$ cat src/rtl/std_mem_d1_walker.sv
// std_mem_d1_walker
//   Initiator-side engine for a std_mem_d1 (write_en/done) memory. On a go
//   request it walks a contiguous, wrapping address range of one 1-D memory:
//     mode 0 (read): sums the entries through the combinational read port.
//     mode 1 (fill): writes fill_value, fill_value+fill_step, ... waiting for
//                    mem_done after every write.
//   All outputs are registered. Reset is synchronous, active-high.
//
// Optional feature macro: STD_WALKER_TIMEOUT_EN
//   Defined:   a wait counter aborts a write after TIMEOUT cycles without
//              mem_done, finishing with error=1 (held until next go/reset).
//   Undefined: no counter; error stays 0 and the walker waits indefinitely.
//
// Ports
//   clk, reset        clock, synchronous active-high reset
//   go                start request, sampled only when idle
//   mode              0 = read/sum, 1 = fill (sampled with go)
//   start_addr        first address (sampled with go)
//   count             number of entries, 0..SIZE (sampled with go)
//   fill_value        first fill word (sampled with go)
//   fill_step         fill increment per word (sampled with go)
//   done              one-cycle completion pulse
//   sum               read-mode result, held until next go
//   error             timeout abort flag, valid with done
//   addr0             memory address
//   write_data        memory write word
//   write_en          memory write strobe
//   read_data         memory combinational read data
//   mem_done          memory write acknowledge (one cycle after write_en)
module std_mem_d1_walker #(
  parameter int unsigned WIDTH     = 32,
  parameter int unsigned SIZE      = 16,
  parameter int unsigned IDX_SIZE  = 4,
  parameter int unsigned SUM_WIDTH = 32,
  parameter int unsigned TIMEOUT   = 255
) (
  input  logic                 clk,
  input  logic                 reset,
  input  logic                 go,
  input  logic                 mode,
  input  logic [IDX_SIZE-1:0]  start_addr,
  input  logic [IDX_SIZE:0]    count,
  input  logic [WIDTH-1:0]     fill_value,
  input  logic [WIDTH-1:0]     fill_step,
  output logic                 done,
  output logic [SUM_WIDTH-1:0] sum,
  output logic                 error,
  output logic [IDX_SIZE-1:0]  addr0,
  output logic [WIDTH-1:0]     write_data,
  output logic                 write_en,
  input  logic [WIDTH-1:0]     read_data,
  input  logic                 mem_done
);

  typedef enum logic [2:0] {
    StIdle,
    StRead,
    StWrite,
    StWait,
    StFinish
  } state_e;

  state_e                state_q;
  logic [IDX_SIZE:0]     remaining_q;
  logic [WIDTH-1:0]      step_q;
  logic [IDX_SIZE-1:0]   next_addr;
  logic [SUM_WIDTH-1:0]  read_ext;
  logic                  last_entry;

`ifdef STD_WALKER_TIMEOUT_EN
  localparam int unsigned TimerW = (TIMEOUT > 1) ? $clog2(TIMEOUT) : 1;
  logic [TimerW-1:0] timer_q;
`endif

  // Address wraps at SIZE-1 back to 0, even when SIZE is not a power of two.
  always_comb begin
    next_addr = addr0 + IDX_SIZE'(1);
    if (addr0 == IDX_SIZE'(SIZE - 1)) begin
      next_addr = '0;
    end
  end

  always_comb begin
    read_ext   = SUM_WIDTH'(read_data);
    last_entry = (remaining_q == (IDX_SIZE + 1)'(1));
  end

  // done and write_en are registered: they are raised on the edge that
  // enters FINISH / WRITE so they are high for exactly that state's cycle.
  always_ff @(posedge clk) begin
    if (reset) begin
      state_q     <= StIdle;
      remaining_q <= '0;
      step_q      <= '0;
      done        <= 1'b0;
      sum         <= '0;
      error       <= 1'b0;
      addr0       <= '0;
      write_data  <= '0;
      write_en    <= 1'b0;
`ifdef STD_WALKER_TIMEOUT_EN
      timer_q     <= '0;
`endif
    end else begin
      done     <= 1'b0;
      write_en <= 1'b0;
      unique case (state_q)
        StIdle: begin
          if (go) begin
            addr0       <= start_addr;
            sum         <= '0;
            error       <= 1'b0;
            write_data  <= fill_value;
            step_q      <= fill_step;
            remaining_q <= count;
            if (count == '0) begin
              state_q <= StFinish;
              done    <= 1'b1;
            end else if (mode) begin
              state_q  <= StWrite;
              write_en <= 1'b1;
            end else begin
              state_q <= StRead;
            end
          end
        end

        StRead: begin
          sum         <= sum + read_ext;
          addr0       <= next_addr;
          remaining_q <= remaining_q - (IDX_SIZE + 1)'(1);
          if (last_entry) begin
            state_q <= StFinish;
            done    <= 1'b1;
          end
        end

        StWrite: begin
          state_q <= StWait;
`ifdef STD_WALKER_TIMEOUT_EN
          timer_q <= '0;
`endif
        end

        StWait: begin
          if (mem_done) begin
            addr0       <= next_addr;
            write_data  <= write_data + step_q;
            remaining_q <= remaining_q - (IDX_SIZE + 1)'(1);
            if (last_entry) begin
              state_q <= StFinish;
              done    <= 1'b1;
            end else begin
              state_q  <= StWrite;
              write_en <= 1'b1;
            end
          end
`ifdef STD_WALKER_TIMEOUT_EN
          // mem_done on the final allowed cycle still counts as success.
          else if (timer_q == TimerW'(TIMEOUT - 1)) begin
            state_q <= StFinish;
            done    <= 1'b1;
            error   <= 1'b1;
          end else begin
            timer_q <= timer_q + TimerW'(1);
          end
`endif
        end

        StFinish: begin
          state_q <= StIdle;
        end

        default: begin
          state_q <= StIdle;
        end
      endcase
    end
  end

endmodule

$ cat config.mk
export PLATFORM = sky130hd
export DESIGN_NAME = std_mem_d1_walker
export DESIGN_NICKNAME = d
export VERILOG_FILES = /design/src/rtl/std_mem_d1_walker.sv
export SDC_FILE = /design/constraint.sdc
export NUM_CORES = 1
export LEC_CHECK = 0
export CORE_MARGIN = 2
export CORE_UTILIZATION = 51
export DETAILED_ROUTE_END_ITERATION = 16
export GPL_TIMING_DRIVEN = 1
export MAX_ROUTING_LAYER = met4
export PLACE_DENSITY_LB_ADDON = 0.15
export SLEW_MARGIN = 40
export SYNTH_ARGS = -nofsm -noshare
export SYNTH_HDL_FRONTEND = slang
export SYNTH_SLANG_ARGS = --single-unit
$ cat constraint.sdc
create_clock -name clk -period 3.8 [get_ports clk]
set_input_delay 0.76 -clock clk [delete_from_list [all_inputs] [get_ports clk]]
set_output_delay 0.76 -clock clk [all_outputs]
set_load 0.005 [all_outputs]
After elaboration in Yosys (flattened, before gate mapping)
Index checks and enable logic that the tools add are counted.

word-level totals
  output and inout port bits = 71
  register bits = 110
  input bits = 110

operators by class
  add/sub/neg operators = 4
  eq/ne operators = 8
  reduce and logical (&&, ||, !) cells = 10
  mux-type cells = 30

operator list
  operator                                                                number
  32-bit case mux with 2 select lines                                     2
  32-bit two-way mux                                                      3
  32-bit adder                                                            2
  3-bit two-way mux                                                       5
  5-bit case mux with 3 select lines                                      1
  4-bit two-way mux                                                       3
  3-bit case mux with 4 select lines                                      1
  4-bit case mux with 3 select lines                                      1
  5-bit two-way mux                                                       2
  1-bit two-way mux                                                       9
  3-bit AND reduction                                                     3
  3-bit by 2-bit equality test with 1-bit output (second input constant)  2
  2-bit != test (second input constant)                                   3
  5-bit by 1-bit equality test with 1-bit output (second input constant)  1
  5-bit zero test                                                         1
  5-bit by 1-bit subtractor with 5-bit output (second input constant)     1
  4-bit by 1-bit adder with 4-bit output (second input constant)          1
  4-bit equality test (second input constant)                             1
  2-bit AND reduction                                                     2
  2-bit nonzero test                                                      2
  3-bit by 1-bit equality test with 1-bit output (second input constant)  1
  3-bit zero test                                                         1
  1-bit case mux with 3 select lines                                      1
  3-bit nonzero test                                                      1
  2 further kinds                                                         2

Logic depth before layout (Yosys ltp)
  depth in word-level cells = 4
  gate-level depth with buffers = 13

Least setup slack after synthesis
OpenSTA, ideal clock, no wires.

  kind = input to register
  start point = input port read_data[0]
  end point = register sum[24]
  library setup time = 0.117 ns
  required time = 3.683 ns
  stages on the path = 12
  arrival time = 2.903 ns
  buffers on the path = 0
  setup slack = 0.780 ns
  path through = ha_1 -> inv_1 -> fa_1 -> nor2b_1 -> o21ai_1 -> a21oi_1 -> o211ai_1 -> o31a_1 -> o21bai_1 -> a311oi_1 -> xnor2_1 -> a22o_1

on the way
  cells in the longest elaborated chain, start to end = 2

RTL lines
  what                                 RTL line  text
  from (decl)                          51        input logic [WIDTH-1:0] read_data,
  32-bit adder                         129       sum <= sum + read_ext;
  32-bit case mux with 2 select lines  107       unique case (state_q)
  to (signal assigned)                 129
  to (decl)                            46        output logic [SUM_WIDTH-1:0] sum,

No other way between the ends.
A chain may end at the register's enable or synchronous reset.

Worst setup path in the final report
  start point = input port read_data[0]
  end point = register sum[26]

The elaborated chain is that of the path after synthesis.

==> metrics.cfg <==
[run_status]
status=completed

[sta]
setup_tns_ns=0
hold_viol_final=0
period_minus_slack_ns=3.34
fin_ws_ns=0.464
worst_pin_slew_ns=0.785
slew_viol_final=0
slew_headroom_pct=47.7
finalCritPeriodShare_pct=87.8
setup_viol=0
finalClockSkew_ns=0.00821
clock.fmax_mhz=300
rsz0062_at_grt=false

[cts]
cts_sinks=110
cts_root_buf=clkbuf_16
clockBufferDepth=2
tritoncts=done
cts_made_buffers=9
hold_buffers=0
h-tree-depth=3
clk_latency_ns=0.36
post-cts-setup-buffer-count=0
cts_resized=0
clk_pin_slew_worst_paths_ns=0.08

[synth]
synthArstFlopShare_pct=0
synth_area_leaders=dfxtp_1 29%, ha_1 11%, a21oi_1 7.3%, nand2_1 7.3%, a21o_1 4.0%
synth_most_common_cell=nand2_1
synthFlopType=dfxtp_1
ys_seq_elements=110
seq_area_frac_synth_pct=29.4
syn_inst=975
synthesis.nets=1152
synth_area_leader_cell=dfxtp_1
synth_edf_count=0
yosys-top-cells-count=146 x nand2_1, 110 x a21oi_1, 110 x dfxtp_1, 79 x nor2_1, 65 x ha_1
synth_area_per_cell_um2=7.69
ys_warn_count=0
ys_types=71
yosysTopAreaCellShare_pct=29.4
netlist_area_um2=7500

[layout]
syn2layout_area_growth_pct=29.7
fillers=1318
nets=1303
n_antenna_cell=0
drive_above_1_share_pct=3.71

[floorplanning]
dieArea_um2=15700
die_height_um=125
start_util_pct=51.8
core_um2=14500
ios=181
chipWidth_um=125
rows=44

[routing]
routed_wl_um=20900
ant_nets=0
drc=0
dr_total_vias=7599
viasPerCell=5.78
dr.pass1.iters=5
wl_per_cell_um=15.9
dr.first_iter.drc_count=445

[power_and_ir_drop]
p_leak_nw=4.10
peakVddDrop_v=0.000231
p_per_area_nw_per_um2=357

[hold_path]
min_delay_path_depth=2
holdCritPathClass=register to register

[global_routing]
antenna_found_initial=0
grt_overflow=0
grt_pass1_vias=7072
grt_pass1_wl_um=34300
grt_max_degree=55
grt_usage_pct=26.8

[setup_path]
worstPathRequired_ns=4.06
critPathKind=input port to register
critPathMaxFanout=4
endpoint_kind=register
worst_ep_arrival_time_ns=3.59
setup.worst_path.start_class=input port
rr_worst_depth=11

[placement]
place.gp.congestion=0.943
place_ws_ns=0.118
io_buffers=179
hpwl_um=15200

[job]
maxCapViolCount=0

[worst max-delay path, cell delays in order]
cell	delay (ns)
clkdlybuf4s50_1	0.46
ha_1	0.18
inv_1	0.06
fa_1	0.40
nor2b_1	0.13
o21ai_1	0.08
a21oi_1	0.19
o211ai_1	0.20
o31a_1	0.40
o31ai_1	0.29
a21oi_1	0.12
xnor2_1	0.13
a22o_1	0.19
[cells in the final DEF, fill, tap and decap left out, types with 12 or more instances in the layout]
| master | n |
|---|---|
| inv_1 | 17 |
| a311oi_1 | 14 |
| dfxtp_1 | 110 |
| o21ai_1 | 22 |
| a22oi_1 | 16 |
| xnor2_1 | 32 |
| nor2_1 | 79 |
| o21ai_0 | 46 |
| xor2_1 | 18 |
| a21oi_1 | 109 |
| a31oi_1 | 12 |
| ha_1 | 65 |
| clkdlybuf4s50_1 | 178 |
| nand3_1 | 26 |
| nand2_1 | 146 |
| a21o_1 | 40 |
| a22o_1 | 17 |
| buf_4 | 16 |
[state kept, by name, summed over array words and instances, names as in the netlist]
signal and cells:
step_q 32, sum 32, write_data 32, remaining_q 5
addr0 4, state_q 3, done 1, write_en 1
[metal layers]
metal	vias up	part of all wire [%]	global-route usage [%]
met4	0	1.6	7.71
met5	-	0	-
met3	22	4.5	3.38
met1	3529	46	34.2
li1	3843	-	-
met2	205	48	44.7
[final timing paths]
kind | start | to | slack, ns
worst max-delay path | read_data[0] | sum[26]$_SDFFE_PP0P_ | 0.46
worst max register to register | write_data[8]$_SDFFE_PP0P_ | write_data[31]$_SDFFE_PP0P_ | 0.74
worst min register to register | step_q[6]$_SDFFE_PP0P_ | step_q[6]$_SDFFE_PP0P_ | 0.46
worst min-delay path | step_q[6]$_SDFFE_PP0P_ | step_q[6]$_SDFFE_PP0P_ | 0.46
[metrics by stage]
| step | utilization (%) | area (um2) | power, mW | cells | hold WS (ns) |
|---|---|---|---|---|---|
| final | 67.2 | 9730 | 3.47 | 1315 | 0.464 |
| after global routing | 67.2 | 9730 | 3.66 | 1315 | 0.488 |
| after CTS | 67.2 | 9730 | 3.48 | 1315 | 0.463 |
| after detailed placement | 65.3 | 9450 | 2.56 | 1299 | 0.453 |
| after global placement | 65.3 | 9450 | 2.55 | 1299 | 0.450 |
| after floorplan | - | 7500 | 2.10 | 975 | 0.440 |
[report_power, final]
| group | leakage, nW | total [mW] | internal [mW] | switching (mW) |
|---|---|---|---|---|
| clock | 0.140 | 0.921 | 0.481 | 0.439 |
| sequential | 0.903 | 1.37 | 1.26 | 0.102 |
| combinational | 3.05 | 1.18 | 0.584 | 0.599 |
[cell families after synthesis]
kind of cell               after synthesis  share of synthesized area, %
AOI/OAI and AO/OA                      340                          28.9
xor gates and xnor gates                50                          5.84
adders and majority gates               67                          11.4
buffers and inverters                   73                          3.75
DFF                                    110                          29.4
muxes                                    6                         0.817
other                                    1                        0.0500
and+or+nand+nor                        328                          19.9
[final cells by class]
cell class | count | area, um2 | share of cell area [%]
Multi-Input combinational cell | 792 | 5040 | 51.8
Sequential cell | 110 | 2200 | 22.6
Timing Repair Buffer | 195 | 1910 | 19.6
Clock buffer | 13 | 260 | 2.67
Tap cell | 184 | 230 | 2.37
Inverter | 18 | 67.6 | 0.694
Clock inverter | 3 | 18.8 | 0.193
Note: power is estimated with default switching activity, not from simulation.
